`config.mk`:
```
export PLATFORM = sky130hd
export DESIGN_NAME = fifo_buf_rd
export DESIGN_NICKNAME = d
export VERILOG_FILES = /design/src/rtl/fifo_buf_rd.sv
export SDC_FILE = /design/constraint.sdc
export NUM_CORES = 1
export LEC_CHECK = 0
export CORE_MARGIN = 5
export CORE_UTILIZATION = 45
export CTS_CLUSTER_SIZE = 20
export DETAILED_ROUTE_END_ITERATION = 16
export MAX_ROUTING_LAYER = met4
export REMOVE_ABC_BUFFERS = 1
export SETUP_SLACK_MARGIN = 0.2
export SKIP_CTS_REPAIR_TIMING = 1
export SYNTH_ARGS = -nofsm -noshare
export SYNTH_HDL_FRONTEND = slang
export SYNTH_SLANG_ARGS = --single-unit
```
`constraint.sdc`:
```
create_clock -name clk -period 5.4 [get_ports clk]
set_input_delay 0.54 -clock clk [delete_from_list [all_inputs] [get_ports clk]]
set_output_delay 0.54 -clock clk [all_outputs]
set_load 0.02 [all_outputs]
```
`src/rtl/fifo_buf_rd.sv`:
```
// +----------------------------------------------------------------------------+
// | Module   : fifo_buf_rd                                                     |
// | Desc     : FIFO storage with a two-state pop FSM; one word per 2 cycles.   |
// | Revision : 1.0  initial release                                            |
// +----------------------------------------------------------------------------+
`default_nettype none

module fifo_buf_rd #(
  parameter int DATA_W = 8,
  parameter int DEPTH  = 8,
  parameter int ADDR_W = 3
) (
  input  logic              clk,
  input  logic              rst,
  input  logic              wr_ld,
  input  logic [DATA_W-1:0] wr_data,
  input  logic              r_en,
  output logic [DATA_W-1:0] rd_data,
  output logic              rd_valid,
  output logic              full,
  output logic              empty,
  output logic [ADDR_W:0]   count,
  output logic              wr_drop
);

  localparam logic [ADDR_W:0] c_FULL_CNT = (ADDR_W+1)'(DEPTH);

  typedef enum logic [0:0] {
    RD_IDLE = 1'b0,
    RD_OUT  = 1'b1
  } rd_state_e;

  rd_state_e         state_q;
  logic [ADDR_W-1:0] wr_ptr_q;
  logic [ADDR_W-1:0] rd_ptr_q;
  logic [ADDR_W:0]   count_q;
  logic [ADDR_W:0]   count_d;
  logic [DATA_W-1:0] rd_data_q;
  logic              rd_valid_q;
  logic              wr_drop_q;
  logic [DATA_W-1:0] mem_q [DEPTH];

  logic w_pop;
  logic w_wr_accept;

  assign full  = (count_q == c_FULL_CNT);
  assign empty = (count_q == '0);

  // A pop frees a slot in the same cycle, so a write to a full FIFO may proceed.
  assign w_pop       = (state_q == RD_IDLE) && r_en && !empty;
  assign w_wr_accept = wr_ld && (!full || w_pop);

  always_comb begin
    count_d = count_q;
    case ({w_wr_accept, w_pop})
      2'b10:   count_d = count_q + 1'b1;
      2'b01:   count_d = count_q - 1'b1;
      default: count_d = count_q;
    endcase
  end

  always_ff @(posedge clk or posedge rst) begin
    if (rst) begin
      state_q    <= RD_IDLE;
      wr_ptr_q   <= '0;
      rd_ptr_q   <= '0;
      count_q    <= '0;
      rd_data_q  <= '0;
      rd_valid_q <= 1'b0;
      wr_drop_q  <= 1'b0;
    end else begin
      count_q   <= count_d;
      wr_drop_q <= wr_ld && !w_wr_accept;
      if (w_wr_accept) begin
        wr_ptr_q <= wr_ptr_q + 1'b1;
      end
      case (state_q)
        RD_IDLE: begin
          rd_valid_q <= 1'b0;
          if (w_pop) begin
            rd_data_q  <= mem_q[rd_ptr_q];
            rd_ptr_q   <= rd_ptr_q + 1'b1;
            rd_valid_q <= 1'b1;
            state_q    <= RD_OUT;
          end
        end
        RD_OUT: begin
          rd_valid_q <= 1'b0;
          state_q    <= RD_IDLE;
        end
        default: begin
          rd_valid_q <= 1'b0;
          state_q    <= RD_IDLE;
        end
      endcase
    end
  end

  // Storage is deliberately left out of reset.
  always_ff @(posedge clk) begin
    if (w_wr_accept) begin
      mem_q[wr_ptr_q] <= wr_data;
    end
  end

  assign rd_data  = rd_data_q;
  assign rd_valid = rd_valid_q;
  assign count    = count_q;
  assign wr_drop  = wr_drop_q;

endmodule

`default_nettype wire
```
# Yosys cells after proc, flatten, opt, wreduce, memory -nomap -nowiden
# Memories as Yosys holds them, arrays and structs flattened. A register that Yosys moved wholly into a read port is not among the register bits.
# Cells that the tools add are included.
[classes] add_sub_neg=4 n_eq_ne=3 mux=5 bitwise=1 reduce_logical=11
[op_table] operator="4-bit case mux with 2 select lines" n=1
[op_table] operator="3-bit by 1-bit adder with 3-bit output, second input constant" n=2
[op_table] operator="4-bit by 1-bit adder with 4-bit output, second input constant" n=1
[op_table] operator="4-bit equality test, second input constant" n=1
[op_table] operator="1-bit logical AND" n=4
[op_table] operator="4-bit zero test" n=1
[op_table] operator="4-bit by 1-bit subtractor with 4-bit output, second input constant" n=1
[op_table] operator="1-bit zero test" n=3
[op_table] operator="1-bit 2-to-1 mux" n=3
[op_table] operator="2-bit by 1-bit equality test with 1-bit output, second input constant" n=1
[op_table] operator="2-bit equality test, second input constant" n=1
[op_table] operator="1-bit case mux with 2 select lines" n=1
[op_table] operator="2-bit AND reduction" n=1
[op_table] operator="2-bit nonzero test" n=1
[op_table] operator="1-bit logical OR" n=1
[op_table] operator="1-bit NOT" n=1
[totals] ff_bits=12 ramBits=64 inputBits=12 output_inout_bits=16 elab_cells=30 memories=1
[memory_table] memory="mem_q" depth=8 word_bits=8 read_ports=1 rd_clocked_by_memory_dff=1 wr=1 line="41" rtl="logic [DATA_W-1:0] mem_q [DEPTH];"

# Longest topological paths before layout
# Gate-level depths: netlist (run 1).
[logic_depth] ltp_word=7 ltp_mapped=11 mapped_depth_nobuf=10

# Worst setup path after synthesis (run 1)
# No wires, ideal clock.
[synth_path] path_kind="register -> register" startpoint="register count_q[1], in the netlist count[1]" endpoint="register count_q[2], in the netlist count[2]" setup_time_ns=0.139 arrival_time_ns=2.223 required_ns=5.261 path_slack_ns=3.037 path_stages_with_launch=12 n_path_buf=2 period_less_slack_ns=2.363 cell_sequence="dfrtp_1 buf_6 nor4_4 buf_4 nor2_1 ha_1 xor2_1 ha_1 a21oi_1 xor2_1 nor2_1 xor2_1"
[synth_between] elab_chain_cells=7 elab_cells_between_ends=13 classes_between="2 x add/sub; 3 x eq/ne; 1 x mux; 7 x reduce/logical"
[synth_rtl] item="from (decl)" line="36" rtl="logic [ADDR_W:0] count_q;"
[synth_rtl] item="from (signal assigned)" line="72" rtl="count_q <= count_d;"
[synth_rtl] item="4-bit zero test *" line="47" rtl="assign empty = (count_q == '0);"
[synth_rtl] item="net empty" line="21" rtl="output logic empty,"
[synth_rtl] item="1-bit zero test *" line="50" rtl="assign w_pop = (state_q == RD_IDLE) && r_en && !empty;"
[synth_rtl] item="1-bit logical AND *" line="50"
[synth_rtl] item="1-bit logical OR" line="51" rtl="assign w_wr_accept = wr_ld && (!full || w_pop);"
[synth_rtl] item="1-bit logical AND" line="51"
[synth_rtl] item="2-bit by 1-bit equality test with 1-bit output or 2-bit equality test (tied branches)" line="55" rtl="case ({w_wr_accept, w_pop})"
[synth_rtl] item="4-bit case mux with 2 select lines or 2-bit nonzero test (tied branches)"
# The timed path passes the listed nets; every way through them passes the cells marked *.
# A chain may end at the register's enable or synchronous reset.

# Worst setup path in the final report (run 1)
[layout_path] startpoint="register count_q[0], in the netlist count[0]" endpoint="output port empty"
[layout_between] elab_chain_cells=1
[layout_rtl] item="4-bit zero test" line="47"
[layout_rtl] item="to (decl)" line="21"
# No other way between the ends.

==> results.md, run 1 <==
* Port buffer count at 27
* Psw at 0.000731 W
* Max rail drop VDD at 0.000184 V
* Top cell type's share of synthesized area at 0.552
* Final Setup Violations at 0
* Root Buffer: clkbuf_8
* Max-cap violation count at 0
* Vias per cell at 5.25
* Hold Fails Final Rpt at 0
* Yosys warning count at 0
* Gr usage total at 0.147
* Max Clk Rate at 368 MHz
* First-pass GRT wire length at 10100 µm
* Outcome: finished, final reports clean
* Cell Area, Synth at 3480 µm²
* Slew Viols, Final at 0
* Layout cells sized above 1 at 0.0863
* Setup_tns at 0 ps
* First-pass DRT Iterations at 4
* Die X at 98.0 µm
* Synth top area cells: edfxtp_1 (55%), dfrtp_1 (14%), mux2i_1 (9.2%)
* Tmin final at 2720 ps
* Starting Density at 0.456
* CTS tree: built
* Avg WL per Cell at 18.5 µm
* Die Ht at 98.0 µm
* Nets at 267
* Power per cell area at 533 nW/µm²
* Overflow after GRT at 0
* Fin crit share at 0.503
* Mapped Avg Cell Area at 15.6 µm²
* Max-Slew Margin vs Limit at 0.250
* Initial antenna violation count at 0
* Placer Congestion at 0.727
* Core Rows at 32
* Pint at 0.00138 W
* Final WS setup at 2680 ps
* Vias in the first global route at 1797
* Crit path DAT at 2180 ps
* Total clock sinks at 84
* Setup Skew at 10.6 ps
* Sw frac at 0.346
* Yosys top cell by area: edfxtp_1
* Worst Setup Start Kind: flop
* Seq/Total Area, Yosys at 0.695
* Via count at 1874
* RSZ-0062 raised after global routing: false
* WP data required at 4860 ps
* Most common cell after layout, fill and taps aside: edfxtp_1
* Clock H-tree levels at 3
* Most frequent cells in the layout: edfxtp_1 (64), mux2i_1 (32), clkdlybuf4s50_1 (27), dfrtp_1 (19), a22oi_1 (16)
* Yosys reg bits at 84
* CP Class: flop to primary output
* CP endpoint kind: primary output
* Drt total wl at 6610 µm
* Dpl ws at 2470 ps
* Sequential power share at 0.482
* Die area at 9600 µm²
* I/O pin count at 28
* 1st-iter DRT viols at 69
* Clk slew on worst S/H paths at 80 ps
* Layout area overhead at 13.9%
* Hpwl dp at 4350 µm
* Crit Path Max Fanout at 11
* Max clock buf depth at 2
* Clk pwr share at 0.200
* Clock Latency Late Sink at 350 ps
* Comb power frac at 0.318
* Worst-margin pin slew at 1120 ps
* Post-synthesis cell type count at 36
* Num CTS Buffers at 9
* Cells after synthesis at 223
* Core area at 7650 µm²
* Antenna Cells at 0
* Largest net degree at the start of global routing at 35
* Hold Path Class: flop to flop
* Residual DRC at 0
* FILL cells at 636
* P_leak at 1.46 nW
* Post-DRT Antenna Nets at 0
[cells in the mapped netlist (all sizes together)]
cell type   n
edfxtp     64
mux2i      32
dfrtp      20
a22oi      16
nand2      14
nand3      11
buf        10
nor2        9
o21ai       9
ha          5
nor3        5
xnor2       5
xor2        4
mux2        3
nand2b      3
and2        2
nor2b       2
a21oi       1
a32oi       1
and3        1
clkbuf      1
inv         1
nor3b       1
nor4        1
o22ai       1
or3b        1
[critical path: stages, from the launching register on]
cell,delay (ps)
dfrtp_1,490
nor4_4,610
clkdlybuf4s50_1,720
[per-layer routing]
layer,wire [µm],vias up,global-route usage
met5,0,-,-
met4,72,0,0.0511
met3,304,6,0.0464
met2,3140,42,0.212
met1,3090,933,0.197
li1,-,893,-
[per-stage QoR]
stage | cell area [µm²] | total power [W] | utilization | hold slack [ps] | std cells
6_report | 3970 | 0.00211 | 0.519 | 498 | 357
5_1_grt | 3970 | 0.00224 | 0.519 | 529 | 357
4_1_cts | 3970 | 0.00213 | 0.519 | 502 | 357
3_5_place_dp | 3790 | 0.00171 | 0.496 | 485 | 341
3_3_place_gp | 3790 | 0.00170 | 0.496 | 472 | 341
2_1_floorplan | 3390 | 0.00145 | - | 485 | 212
[cell families after synthesis]
family                   Yosys count  share of synthesized area
XOR/XNOR                           9                     0.0248
adder cells (fa/ha/maj)            5                     0.0180
buffers and inverters             12                     0.0280
AND/OR/NAND/NOR                   50                     0.0772
multiplexers                      35                      0.104
AO/OA/AOI/OAI                     28                     0.0531
flip-flops                        84                      0.695
[worst paths after layout]
check / to / from / slack (ps) / cells past startpoint
max: empty / count[0]$_DFFE_PP0P_ / 2680 / 2
min: rd_data[2]$_DFFE_PP0P_ / rd_data[2]$_DFFE_PP0P_ / 500 / 2
max reg2reg: count[2]$_DFFE_PP0P_ / count[0]$_DFFE_PP0P_ / 2870 / 9
min reg2reg: rd_data[2]$_DFFE_PP0P_ / rd_data[2]$_DFFE_PP0P_ / 500 / 2
max in group asynchronous: rd_ptr_q[0]$_DFFE_PP0P_ / rst / 4230 / 2
min in group asynchronous: rd_data[4]$_DFFE_PP0P_ / rst / 630 / 2
[state kept, by name, summed over array words and instances (netlist names)]
signal    count
mem_q        64
rd_data       8
count         4
rd_ptr_q      3
wr_ptr_q      3
rd_valid      1
wr_drop       1
[power groups by stage]
stage | Clock (W) | Sequential, W | Combinational [W]
3_5_place_dp | 0 | 0.00103 | 0.000677
6_report | 0.000422 | 0.00102 | 0.000672
2_1_floorplan | 0 | 0.00105 | 0.000402
4_1_cts | 0.000432 | 0.00102 | 0.000680
5_1_grt | 0.000466 | 0.00104 | 0.000731
3_3_place_gp | 0 | 0.00103 | 0.000671
[area by class of cell]
type / instances / area (µm²) / share of cell area
sequential: 84 / 2420 / 0.611
multi-input combinational: 127 / 965 / 0.243
timing repair buffer: 27 / 270 / 0.0681
clock buffer: 13 / 139 / 0.0350
tap: 102 / 128 / 0.0322
clock inverter: 3 / 40.0 / 0.0101
inverter: 1 / 3.75 / 0.000946
Note: power is estimated with default switching activity, not from simulation.
==> run 2, diff against run 1 <==
==> constraint.sdc (replaced) <==
create_clock -name clk -period 2.66 [get_ports clk]
set_input_delay 0.266 -clock clk [delete_from_list [all_inputs] [get_ports clk]]
set_output_delay 0.266 -clock clk [all_outputs]
set_load 0.02 [all_outputs]
==> results.md, run 2 (synthesis results as in run 1) <==
* Outcome: finished, final reports clean
* CP Class: flop to primary output
* Crit Path Max Fanout at 10 (-1)
* Final WS setup at 361 ps (-2320 ps)
* Die Ht at 98.0 µm (unchanged)
* R2R Path End: count[2]$_DFFE_PP0P_
* Antenna Cells at 0 (unchanged)
* Setup_tns at 0 ps (unchanged)
* RSZ-0062 raised after global routing: false
* Placer Congestion at 0.726 (about the same)
* Core area at 7650 µm² (unchanged)
* Nets at 280 (+4.9%)
* Final Setup Violations at 0 (unchanged)
* Most common cell after layout, fill and taps aside: edfxtp_1
* Residual DRC at 0 (unchanged)
* Tmin final at 2300 ps
* Power Total at 0.00449 W (+110%)
* Die area at 9600 µm² (unchanged)
* Comb power frac at 0.337 (+0.019)
* Slew Viols, Final at 0 (unchanged)
* Largest register FFs at 64 (unchanged)
* Max clock buf depth at 2 (unchanged)
* Root Buffer: clkbuf_8
* Core Rows at 32 (unchanged)
* Max-Slew Margin vs Limit at 0.453 (+0.203)
* Biggest register: mem_q
* Initial antenna violation count at 0 (unchanged)
* Hold Path Class: input port to asynchronous set/reset pin
* Port buffer count at 27 (unchanged)
* Starting Density at 0.456 (unchanged)
* Worst-margin pin slew at 820 ps (-296 ps)
* Power per cell area at 1090 nW/µm² (+110%)
* Max Clk Rate at 435 MHz
* Max rail drop VDD at 0.000450 V (+140%)
* First-pass GRT wire length at 10500 µm (+3.0%)
* Most frequent cells in the layout: edfxtp_1 (64), mux2i_1 (32), clkdlybuf4s50_1 (27), dfrtp_1 (19), a22oi_1 (16)
* Avg WL per Cell at 17.7 µm (-4.2%)
* Post-Place Cell Area at 3890 µm² (+2.6%)
* Largest net degree at the start of global routing at 21 (-40%)
* Gr usage total at 0.151 (+0.00412)
* Critical Path Source: count[0]$_DFFE_PP0P_
* Vias per cell at 5.25 (about the same)
* Clock H-tree levels at 3 (unchanged)
* Num CTS Buffers at 9 (unchanged)
* P_leak at 1.55 nW (+5.9%)
* Clk pwr share at 0.221 (+0.021)
* Clk slew on worst S/H paths at 90 ps (about the same)
* Layout cells sized above 1 at 0.146 (+0.0592)
* Util after Layout at 0.537 (+0.0185)
* Via count at 1944 (+3.7%)
* Worst r2r path cells at 10 (+1)
* Clock Latency Late Sink at 350 ps (about the same)
* Crit path DAT at 2030 ps (-150 ps)
* 1st-iter DRT viols at 87 (+26%)
* Worst r2r src: count[0]$_DFFE_PP0P_
* R2r setup slk at 430 ps (-2440 ps)
* I/O pin count at 28 (unchanged)
* Design area at 4110 µm² (+3.6%)
* Sequential power share at 0.442 (-0.040)
* Max-cap violation count at 0 (unchanged)
* Pint at 0.00296 W (+110%)
* Worst Setup Start Kind: flop
* CP endpoint kind: primary output
* Psw at 0.00153 W (+110%)
* Total clock sinks at 84 (unchanged)
* Vias in the first global route at 1886 (+5.0%)
* Layout area overhead at 18.0%
* WP data required at 2390 ps (-2470 ps)
* Hold Fails Final Rpt at 0 (unchanged)
* Sw frac at 0.341 (-0.00468)
* Die X at 98.0 µm (unchanged)
* First-pass DRT Iterations at 4 (unchanged)
* Hpwl dp at 4250 µm (-2.4%)
* Setup Skew at 10.2 ps (-0.401 ps)
* Overflow after GRT at 0 (unchanged)
* CTS tree: built
* Fin crit share at 0.864
* Dpl ws at 304 ps (-2160 ps)
* Post-DRT Antenna Nets at 0 (unchanged)
* Drt total wl at 6560 µm (-0.73%)
run 2: changes by cell type in the layout (fill, tap and decap cells not counted):
cell | previous run | this run
clkinv_2 | 2 | 1
buf_4 | 0 | 13
clkinv_4 | 0 | 2
inv_6 | 0 | 1
bufinv_16 | 1 | 2
clkbuf_1 | 4 | 0
clkinvlp_4 | 0 | 1
run 2: worst max-delay path by stage:
stage | endpoint | cells past startpoint | slack, ps
after floorplan | count[2]$_DFFE_PP0P_ | 9 | 100
after global placement | count[2]$_DFFE_PP0P_ | 11 | 330
after detailed placement | count[2]$_DFFE_PP0P_ | 11 | 300
after CTS | empty | 3 | 350
after global routing | count[2]$_DFFE_PP0P_ | 10 | 250
final | empty | 3 | 360
run 2: worst max-delay path, cell delays in order, from the launching register on:
cell	delay, ps
dfrtp_1	500
nor4_4	320
buf_4	240
clkdlybuf4s50_1	620
run 2: metal layers:
layer | wire length, µm | up-vias | track usage | share of wire
met5 | 0 | - | - | 0
met4 | 75 | 0 | 0.0383 | 0.011
met3 | 277 | 8 | 0.0507 | 0.042
met2 | 3150 | 45 | 0.234 | 0.48
met1 | 3060 | 975 | 0.192 | 0.47
li1 | - | 916 | - | -
run 2: stage by stage:
step,std cells,hold WS (ps)
2_1_floorplan,212,230
3_3_place_gp,354,470
3_5_place_dp,354,477
4_1_cts,370,398
5_1_grt,370,466
6_report,370,379
run 2: final cells by class:
type / count / area, µm²
clock inverter: 7 / 98.8
timing repair buffer: 40 / 368
tap: 102 / 128
inverter: 1 / 3.75
fill: 640 / 3540
multi-input combinational: 127 / 965
clock buffer: 9 / 124
sequential: 84 / 2420
run 2: power by group through the flow:
| stage | clock network [W] | registers (W) | logic (W) |
|---|---|---|---|
| 2_1_floorplan | 0 | 0.00212 | 0.000816 |
| 3_3_place_gp | 0 | 0.00200 | 0.00152 |
| 6_report | 0.000992 | 0.00198 | 0.00151 |
| 3_5_place_dp | 0 | 0.00201 | 0.00153 |
| 5_1_grt | 0.00108 | 0.00202 | 0.00166 |
| 4_1_cts | 0.00101 | 0.00198 | 0.00154 |
==> run 3, diff against run 2 <==
--- a/config.mk
+++ b/config.mk
@@ -7,6 +7,7 @@
 export LEC_CHECK = 0
 export CORE_MARGIN = 5
 export CORE_UTILIZATION = 45
+export CTS_CLUSTER_DIAMETER = 80
 export CTS_CLUSTER_SIZE = 20
 export DETAILED_ROUTE_END_ITERATION = 16
 export MAX_ROUTING_LAYER = met4
==> results of run 3 <==
Same layout as run 2: the final DEF is identical, and so are final timing and power.
